<file path="src/rtl/mitch_dot_accum_pkg.sv">
// Shared definitions for the Mitchell dot-product accumulator.
//   state_t        : accumulator FSM states
//   PROD_W         : width of the incoming multiplier product
//   ACC_W_DEF /
//   CNT_W_DEF      : default accumulator and term-counter widths
//   max_s / min_s  : signed limits of a given width, returned in 64 bits
//                    (callers keep the low 'width' bits)
package mitch_dot_accum_pkg;

    localparam int PROD_W    = 32;
    localparam int ACC_W_DEF = 40;
    localparam int CNT_W_DEF = 16;

    typedef enum logic [1:0] {
        IDLE,
        ACCUM,
        DONE
    } state_t;

    function automatic logic [63:0] max_s(input int width);
        return (64'd1 << (width - 1)) - 64'd1;
    endfunction

    // Bit pattern 1000...0 in the low 'width' bits.
    function automatic logic [63:0] min_s(input int width);
        return ~max_s(width);
    endfunction

endpackage

</file>
<file path="src/rtl/mitch_sat_add.sv">
// Combinational accumulate step: acc + sign-extended product + carry-in,
// evaluated in ACC_W+1 bits so that signed overflow is visible, then
// optionally clamped to the signed ACC_W range.
//   acc  : current accumulator value (signed, ACC_W)
//   prod : signed product (PROD_W)
//   cin  : carry-in (one's-complement fix-up bit)
//   sum  : next accumulator value (clamped or wrapped)
//   ovf  : clamping happened this step (always 0 when SATURATE = 0)
module mitch_sat_add
    import mitch_dot_accum_pkg::*;
#(
    parameter int ACC_W    = ACC_W_DEF,
    parameter bit SATURATE = 1'b1
) (
    input  logic [ACC_W-1:0]  acc,
    input  logic [PROD_W-1:0] prod,
    input  logic              cin,
    output logic [ACC_W-1:0]  sum,
    output logic              ovf
);

    localparam int               EXT_W   = ACC_W + 1 - PROD_W;
    localparam logic [ACC_W-1:0] SUM_MAX = ACC_W'(max_s(ACC_W));
    localparam logic [ACC_W-1:0] SUM_MIN = ACC_W'(min_s(ACC_W));

    logic [ACC_W:0] sum_raw;
    logic           raw_ovf;

    assign sum_raw = {acc[ACC_W-1], acc}
                   + {{EXT_W{prod[PROD_W-1]}}, prod}
                   + {{ACC_W{1'b0}}, cin};

    // The top two bits disagree exactly when the true result left the
    // signed ACC_W range; the top bit then carries the true sign.
    assign raw_ovf = sum_raw[ACC_W] ^ sum_raw[ACC_W-1];

    // NOTE: every output gets a default before the conditional override so
    // no path leaves it unassigned, which would infer a latch.
    always_comb begin
        sum = sum_raw[ACC_W-1:0];
        ovf = 1'b0;
        if (SATURATE && raw_ovf) begin
            ovf = 1'b1;
            sum = sum_raw[ACC_W] ? SUM_MIN : SUM_MAX;
        end
    end

endmodule

</file>
<file path="src/rtl/mitch_dot_accum.sv">
// Dot-product accumulator behind the truncated Mitchell log multiplier.
// Sums a packet of signed 32-bit products (terminated by in_last) into a
// wide signed result, with valid/ready on both sides.
//   clk, rst_n   : clock, asynchronous active-low reset
//   in_valid     : product beat valid
//   in_ready     : beat can be accepted (low while a result is held)
//   in_prod      : signed product; negatives may be one's complement
//   in_last      : final term of the packet, qualified by in_valid
//   out_valid    : result valid, held until out_ready
//   out_ready    : consumer takes the result
//   out_sum      : accumulated signed sum
//   out_count    : accepted terms in the packet, saturating
//   out_sat      : sum was clamped at least once in the packet
module mitch_dot_accum
    import mitch_dot_accum_pkg::*;
#(
    parameter int ACC_W     = ACC_W_DEF,
    parameter int CNT_W     = CNT_W_DEF,
    parameter bit ONES_COMP = 1'b1,
    parameter bit SATURATE  = 1'b1
) (
    input  logic              clk,
    input  logic              rst_n,
    input  logic              in_valid,
    output logic              in_ready,
    input  logic [PROD_W-1:0] in_prod,
    input  logic              in_last,
    output logic              out_valid,
    input  logic              out_ready,
    output logic [ACC_W-1:0]  out_sum,
    output logic [CNT_W-1:0]  out_count,
    output logic              out_sat
);

    state_t           state;
    logic [ACC_W-1:0] acc;
    logic [ACC_W-1:0] acc_next;
    logic [CNT_W-1:0] cnt;
    logic [CNT_W-1:0] cnt_next;
    logic             sat;
    logic             sat_next;
    logic             step_ovf;
    logic             carry_in;
    logic             accept;

    // Combinational from state so the input side reopens the same cycle
    // the FSM leaves DONE.
    assign in_ready = (state != DONE);
    assign accept   = in_valid & in_ready;

    // One's-complement negatives are one below the true value; adding the
    // sign bit as carry-in restores it. Zero has sign 0, so it adds nothing.
    assign carry_in = ONES_COMP & in_prod[PROD_W-1];

    mitch_sat_add #(
        .ACC_W   (ACC_W),
        .SATURATE(SATURATE)
    ) u_sat_add (
        .acc (acc),
        .prod(in_prod),
        .cin (carry_in),
        .sum (acc_next),
        .ovf (step_ovf)
    );

    assign cnt_next = (&cnt) ? cnt : cnt + CNT_W'(1);
    assign sat_next = sat | step_ovf;

    // NOTE: all state is updated with non-blocking assignments so every
    // register samples pre-edge values regardless of statement order.
    always_ff @(posedge clk or negedge rst_n) begin
        if (!rst_n) begin
            state     <= IDLE;
            acc       <= '0;
            cnt       <= '0;
            sat       <= 1'b0;
            out_valid <= 1'b0;
            out_sum   <= '0;
            out_count <= '0;
            out_sat   <= 1'b0;
        end else begin
            case (state)
                IDLE, ACCUM: begin
                    if (accept) begin
                        acc <= acc_next;
                        cnt <= cnt_next;
                        sat <= sat_next;
                        if (in_last) begin
                            state     <= DONE;
                            out_valid <= 1'b1;
                            out_sum   <= acc_next;
                            out_count <= cnt_next;
                            out_sat   <= sat_next;
                        end else begin
                            state <= ACCUM;
                        end
                    end
                end
                DONE: begin
                    // Result registers keep their value after the handshake;
                    // only the packet state is cleared.
                    if (out_ready) begin
                        state     <= IDLE;
                        out_valid <= 1'b0;
                        acc       <= '0;
                        cnt       <= '0;
                        sat       <= 1'b0;
                    end
                end
                default: state <= IDLE;
            endcase
        end
    end

endmodule

</file>
<file path="config.mk">
export PLATFORM = sky130hd
export DESIGN_NAME = mitch_dot_accum
export DESIGN_NICKNAME = d
export VERILOG_FILES = /design/src/rtl/mitch_dot_accum_pkg.sv /design/src/rtl/mitch_sat_add.sv /design/src/rtl/mitch_dot_accum.sv
export SDC_FILE = /design/constraint.sdc
export NUM_CORES = 1
export LEC_CHECK = 0
export BUFFER_PORTS_ARGS = -buffer_cell sky130_fd_sc_hd__buf_2
export CORE_ASPECT_RATIO = 0.75
export CORE_UTILIZATION = 39
export CTS_BUF_LIST = sky130_fd_sc_hd__clkbuf_2
export CTS_CLUSTER_SIZE = 40
export DETAILED_ROUTE_END_ITERATION = 7
export PLACE_DENSITY_LB_ADDON = 0.3
export SYNTH_ARGS = -nofsm -noshare
export SYNTH_HDL_FRONTEND = slang
export SYNTH_SLANG_ARGS = --single-unit
export TNS_END_PERCENT = 5
</file>
<file path="constraint.sdc">
create_clock -name clk -period 3.4 [get_ports clk]
set_input_delay 0.17 -clock clk [delete_from_list [all_inputs] [get_ports clk]]
set_output_delay 0.17 -clock clk [all_outputs]
set_load 0.05 [all_outputs]
</file>
==> metrics.md, run 1 <==
| Metric | Value |
|---|---|
| EDFF count, synth | `0` |
| Initial antenna violation count | `1` |
| Layout Nets | `~1100` |
| Via density | `5.43` |
| Filler cells | `1784` |
| Die H | `121 um` |
| Final worst path period share | `97.4%` |
| Final Critical Period | `about 3.3 ns` |
| Skew-Pair Late Insertion Delay | `0.73 ns` |
| # H-tree levels | `4` |
| Crit-path max FO | `5` |
| Met2 Usage GRT | `31.0%` |
| Tot Pwr | `about 9000 uW` |
| CP arrival | `3.90 ns` |
| Routed length per instance | `around 17 um` |
| Final Max Tran Viols | `0` |
| CP Launch Type | `register` |
| Clk root buf | `clkbuf_2` |
| Layout cells sized above 1 | `21.7%` |
| Yosys warning count | `0` |
| IO Pins | `96` |
| Main flop type after synthesis | `dfrtp_1` |
| Vias in the first global route | `6420` |
| Routed vias | `6935` |
| Max_slew headroom | `a little over two fifths` |
| Most Used Layer, Global Route | `met1` |
| Placed Area | `between 8000 and 9000 um^2` |
| Seq/Total Area, Yosys | `40.1%` |
| Synth async-reset ratio | `100%` |
| Setup WS post-layout | `around 0.09 ns` |
| Syn Nets | `roughly 950` |
| Grt met3 use | `5.69%` |
| Port Buf Inserts | `between 90 and 100` |
| Effective utilization at floorplan | `40.7%` |
| Die X | `160 um` |
| Peak supply drop | `around 430 uV` |
| Routed wire length | `21200 um` |
| Drt pass-1 iters | `5` |
| Reg clk slew, reported paths | `0.23 ns` |
| Top-area cell type share of the netlist area | `40.1%` |
| Slew @ Worst Pin | `approximately 0.86 ns` |
| Core Area | `around 18000 um^2` |
| Post-Syn Area | `7310 um^2` |
| Place WS | `-0.179 ns` |
| MaxCap Viol Count | `0` |
| Clock buffer count from CTS | `17` |
| Critical Setup Path Class | `reg2reg` |
| Bufs on Longest Clock Path | `2` |
| Most common cell after layout, fill and taps aside | `nand2_1` |
| Most frequent cells in the layout | `nand2_1, dfrtp_1, o21ai_0` |
| Detail Route Antenna Nets | `0` |
| Synth area leaders | `dfrtp_1, nand2_1, o21ai_0` |
| Req. time, crit path | `roughly 4.0 ns` |
| Largest net degree at the start of global routing | `50` |
| Final Hold Vio Count | `0` |
| Yosys reg bits | `~120` |
| Clock sink total | `117` |
| RSZ-0062 raised after global routing | `true` |
| Global-route wire length before repair | `34000 um` |
| Final setup fails | `0` |
| Dominant cell type by area after synthesis | `dfrtp_1` |
| P&R area growth vs syn | `21.7%` |
| Crit. End Element | `register` |
| Die footprint | `slightly below 20000 um^2` |
| Tot GR Track Use | `a little under a quarter` |
| Final Skew | `0.0585 ns` |
| Synth cell types | `70` |
| FMAX | `0.302 GHz` |
| DRC Markers | `0` |
| Synth Area per Inst | `roughly 8.4 um^2` |
| GR Util met1 | `35.3%` |
| Post-Syn Instances | `between 800 and 900` |
| Static Leakage | `around 0.0042 uW` |
| CTS tree | `built` |
| Total gr overflow | `0` |
| DRT iter0 DRCs | `556` |
| PD cells | `around 1000 nW/um^2` |
| GPL Wtd Cong | `a little under 0.9` |
| Hold Path Class | `in2reg` |
| Outcome | `finished clean` |
| Row count | `42` |
| Post-Layout Inst Area | `8890 um^2` |
| Final HPWL DP | `15500 um` |
[cell type report]
| class | count | area [um^2] | area share [%] |
|---|---|---|---|
| diodes | 1 | 2.50 | 0.0281 |
| clock buffers | 20 | 100 | 1.13 |
| repair buffers | 178 | 1190 | 13.4 |
| multi-input cells | 694 | 4180 | 47.0 |
| well taps | 242 | 303 | 3.40 |
| inverters | 15 | 56.3 | 0.633 |
| clock inverters | 11 | 135 | 1.52 |
| flip-flops and latches | 117 | 2930 | 32.9 |
[stage by stage]
| stage | std cells | hold slack, ns | TNS [ns] | utilization [%] |
|---|---|---|---|---|
| finish | 1278 | 0.0798 | 0 | 49.5 |
| floorplan | 867 | -0.126 | 0 | - |
| global route | 1278 | 0.0506 | -0.000247 | 49.5 |
| CTS | 1275 | 0.0296 | -0.0208 | 49.2 |
| detailed placement | 1230 | 0.241 | -4.33 | 47.0 |
| global placement | 1230 | 0.233 | -4.35 | 47.0 |
[path summary, 6_finish.rpt]
check                                    startpoint  slack, ns  depth (start not counted)                  endpoint
max                             acc[24]$_DFFE_PN0P_       0.09                         15   out_sum[27]$_DFFE_PN0P_
min                                     in_prod[13]       0.08                          6       acc[13]$_DFFE_PN0P_
max reg2reg                     acc[24]$_DFFE_PN0P_       0.09                         15   out_sum[27]$_DFFE_PN0P_
min reg2reg                out_count[6]$_DFFE_PN0P_       0.49                          2  out_count[6]$_DFFE_PN0P_
max in group asynchronous                     rst_n       2.25                          4       acc[20]$_DFFE_PN0P_
min in group asynchronous                     rst_n       0.37                          3       acc[35]$_DFFE_PN0P_
[cells by family after synthesis]
logic type,count (synthesis),synth area share [%]
DFF,117,40.1
xor gates and xnor gates,46,5.51
and+or+nand+nor,314,18.9
buffers and inverters,57,3.61
AOI/OAI and AO/OA,286,23.8
muxes,3,0.411
adders and majority gates,44,7.69
[repair_timing]
action,4_1_cts,5_1_grt
pin swaps,1,2
cloned,1,0
hold endpoints to repair,68,0
buffers inserted,4,2
setup endpoints to repair,55,74
gates resized for setup,1,3
hold buffers,9,0
[cells in the mapped netlist (6+ instances only)]
master	n
nand4_1	9
a31oi_1	11
o21a_1	6
o21ai_0	111
buf_2	12
nand2_1	158
clkbuf_1	21
and3_1	8
a21oi_1	65
o211ai_1	6
nand3_1	19
a21o_1	17
o21ai_1	13
o21ai_2	6
nand2b_1	6
xor2_1	21
and2_1	10
dfrtp_1	117
inv_1	15
nor2_1	70
nor3_1	10
ha_1	40
o31ai_1	9
xnor2_1	25
[power by group]
group | leakage, uW | internal [uW] | total (uW) | switching [uW]
combinational | 0.00258 | 2220 | 6040 | 3820
clock | 0.000152 | 408 | 964 | 557
sequential | 0.00147 | 1920 | 2240 | 322
[state kept, by name, summed over array words and instances (netlist names)]
register / flops
acc: 40
out_sum: 40
cnt: 16
out_count: 16
state: 2
out_sat: 1
out_valid: 1
sat: 1
[critical path: stages, from the launching register on]
cell       delay (ns)
dfrtp_1          0.43
ha_1             0.29
buf_4            0.14
nand2_1          0.08
nor4b_2          0.34
buf_4            0.18
o2111ai_1        0.19
a31o_1           0.28
buf_4            0.14
a21oi_4          0.23
buf_4            0.18
o211ai_4         0.12
buf_12           0.16
buf_4            0.13
a21oi_1          0.18
o21ai_1          0.10
[layer usage]
layer  share of wire (%)  wire [um]
met5                   0          0
met4                0.86        182
met3                 6.5       1380
met2                  40       8530
met1                  52      11100
Power figures use the tool's default switching activity.
==> inputs of run 2 (changes only) <==
REMOVE_ABC_BUFFERS = 1   (was default)
==> run 2 against run 1 <==
Net effect: design area fell by 3.5%; clock skew fell by 0.0035 ns; die area did not move; flip-flop and latch count did not move; maximum frequency rose by 2.5%; clock-buffer cell count fell by 3; global-route usage fell by 1.3 points; clock power rose by 9%; non-clock buffer count fell by 40; routed wire length fell by 6.0%; highest routed layer unchanged.
==> metrics.md, run 2 (synthesis gave the netlist of run 1 again) <==
| Metric | Value |
|---|---|
| Tot GR Track Use | `21.5% (was 22.8%)` |
| Place WS | `0.0810 ns (was -0.179 ns)` |
| Reg2reg end | `acc[36]$_DFFE_PN0P_ (was out_sum[27]$_DFFE_PN0P_)` |
| Reg clk slew, reported paths | `0.19 ns (was 0.23 ns)` |
| Critical Setup Path Class | `reg2reg (unchanged)` |
| DRT iter0 DRCs | `614 (was 556)` |
| Die H | `121 um (unchanged)` |
| Detail Route Antenna Nets | `0 (unchanged)` |
| Global-route wire length before repair | `32500 um (was 34000 um)` |
| Row count | `42 (unchanged)` |
| Flop-to-flop setup slack | `0.17 ns (was 0.09 ns)` |
| Most common cell after layout, fill and taps aside | `nand2_1 (unchanged)` |
| Worst Reg-to-Reg Cells | `12 (was 15)` |
| Setup WS post-layout | `0.168 ns (was 0.0888 ns)` |
| Routed wire length | `19900 um (was 21200 um)` |
| Req. time, crit path | `3.99 ns (about the same)` |
| Core Area | `18000 um^2 (unchanged)` |
| GPL Wtd Cong | `0.942 (was 0.894)` |
| Die X | `160 um (unchanged)` |
| CP arrival | `3.82 ns (was 3.90 ns)` |
| Placed Area | `8180 um^2 (was 8450 um^2)` |
| FMAX | `0.309 GHz (was 0.302 GHz)` |
| Clock buffer count from CTS | `17 (unchanged)` |
| Slew @ Worst Pin | `0.855 ns (was 0.862 ns)` |
| Post-Layout Inst Area | `8590 um^2 (was 8890 um^2)` |
| Total gr overflow | `0 (unchanged)` |
| Clk root buf | `clkbuf_2 (unchanged)` |
| RSZ-0062 raised after global routing | `true (unchanged)` |
| R2R Path Start | `acc[0]$_DFFE_PN0P_ (was acc[24]$_DFFE_PN0P_)` |
| CTS tree | `built (unchanged)` |
| Layout cells sized above 1 | `18.6% (was 21.7%)` |
| Final Max Tran Viols | `0 (unchanged)` |
| Most frequent cells in the layout | `nand2_1, dfrtp_1, o21ai_0 (unchanged)` |
| Vias in the first global route | `6336 (was 6420)` |
| Crit. End Element | `register (unchanged)` |
| Final worst path period share | `95.0% (was 97.4%)` |
| Drt pass-1 iters | `7 (was 5)` |
| Setup crit end | `acc[36]$_DFFE_PN0P_ (was out_sum[27]$_DFFE_PN0P_)` |
| Initial antenna violation count | `1 (unchanged)` |
| Tot Pwr | `8870 uW (was 9240 uW)` |
| Final Skew | `0.0550 ns (was 0.0585 ns)` |
| Fin util | `47.8% (was 49.5%)` |
| Layout Nets | `1061 (was 1102)` |
| Port Buf Inserts | `95 (unchanged)` |
| Skew-Pair Late Insertion Delay | `0.74 ns (was 0.73 ns)` |
| Final setup fails | `0 (unchanged)` |
| Largest net degree at the start of global routing | `48 (was 50)` |
| Routed length per instance | `16.1 um (was 16.6 um)` |
| Hold Path Depth | `5 (was 6)` |
| Final Hold Vio Count | `0 (unchanged)` |
| Die footprint | `19300 um^2 (unchanged)` |
| Hold Path Class | `in2reg (unchanged)` |
| Peak supply drop | `548 uV (was 428 uV)` |
| CP startpoint | `acc[0]$_DFFE_PN0P_ (was acc[24]$_DFFE_PN0P_)` |
| # H-tree levels | `4 (unchanged)` |
| P&R area growth vs syn | `17.5% (was 21.7%)` |
| Static Leakage | `0.00399 uW (was 0.00420 uW)` |
| Routed vias | `6662 (was 6935)` |
| CP Launch Type | `register (unchanged)` |
| Via density | `5.38 (was 5.43)` |
| Bufs on Longest Clock Path | `2 (unchanged)` |
| Max_slew headroom | `43.0% (was 42.4%)` |
| Crit-path max FO | `4 (was 5)` |
| Final Critical Period | `3.23 ns (was 3.31 ns)` |
| PD cells | `1030 nW/um^2 (was 1040 nW/um^2)` |
| Final HPWL DP | `14700 um (was 15500 um)` |
| DRC Markers | `0 (unchanged)` |
| Effective utilization at floorplan | `40.7% (unchanged)` |
| IO Pins | `96 (unchanged)` |
| Clock sink total | `117 (unchanged)` |
| Outcome | `finished clean (unchanged)` |
| Largest registers | `acc (40), out_sum (40) (unchanged)` |
| MaxCap Viol Count | `0 (unchanged)` |
[run 2: worst max-delay path, cell delays in order (launching register included)]
cell      delay, ns
dfrtp_1        0.41
fa_1           0.23
inv_1          0.07
fa_1           0.37
nand2b_1       0.21
a21oi_2        0.22
o21a_1         0.20
a31oi_2        0.16
o41a_1         0.51
nand4b_1       0.23
a41oi_1        0.25
buf_4          0.17
o21ai_0        0.07
[run 2: power by group]
part	internal, uW	switching, uW
Sequential	1910	318
Combinational	1940	3650
Clock	472	575
[run 2: layer usage]
metal	routed length (um)	up-vias	global-route usage (%)
met2	8260	201	30.9
met3	1200	19	5.01
met1	10200	3126	32.2
met5	0	-	0
li1	-	3316	-
met4	200	0	5.24
[run 2: stage by stage]
stage	hold slack (ns)	setup TNS (ns)	std cells
after CTS	0.0194	0	1235
after floorplan	-0.126	-23.25	825
final	0.0740	0	1238
after global routing	0.0443	-0.0234	1238
after detailed placement	0.287	0	1194
after global placement	0.292	0	1194
[run 2: final cells by class]
cell class                 count  area, um^2
multi-input combinational    693        4160
fill                        1806        9390
timing repair buffer         138         865
sequential                   117        2930
tap                          242         303
clock inverter                15         188
antenna                        1        2.50
inverter                      15        56.3
clock buffer                  17        85.1
[run 2: worst min path at each step]
stage           startpoint                        to  slack, ns
3_5_place_dp         rst_n  out_count[4]$_DFFE_PN0P_       0.29
2_1_floorplan        rst_n        acc[0]$_DFFE_PN0P_      -0.13
6_report        in_prod[2]    out_sum[2]$_DFFE_PN0P_       0.07
4_1_cts         in_prod[4]    out_sum[4]$_DFFE_PN0P_       0.02
3_3_place_gp         rst_n  out_count[4]$_DFFE_PN0P_       0.29
5_1_grt        in_prod[24]   out_sum[24]$_DFFE_PN0P_       0.04
[run 2: timing repair]
item                                   in CTS  in global routing
buffers inserted                            0                  2
endpoints found under the hold margin      85                  0
setup endpoints to repair                   0                 79
hold buffers                                9                  0
gates resized for setup                     0                  6
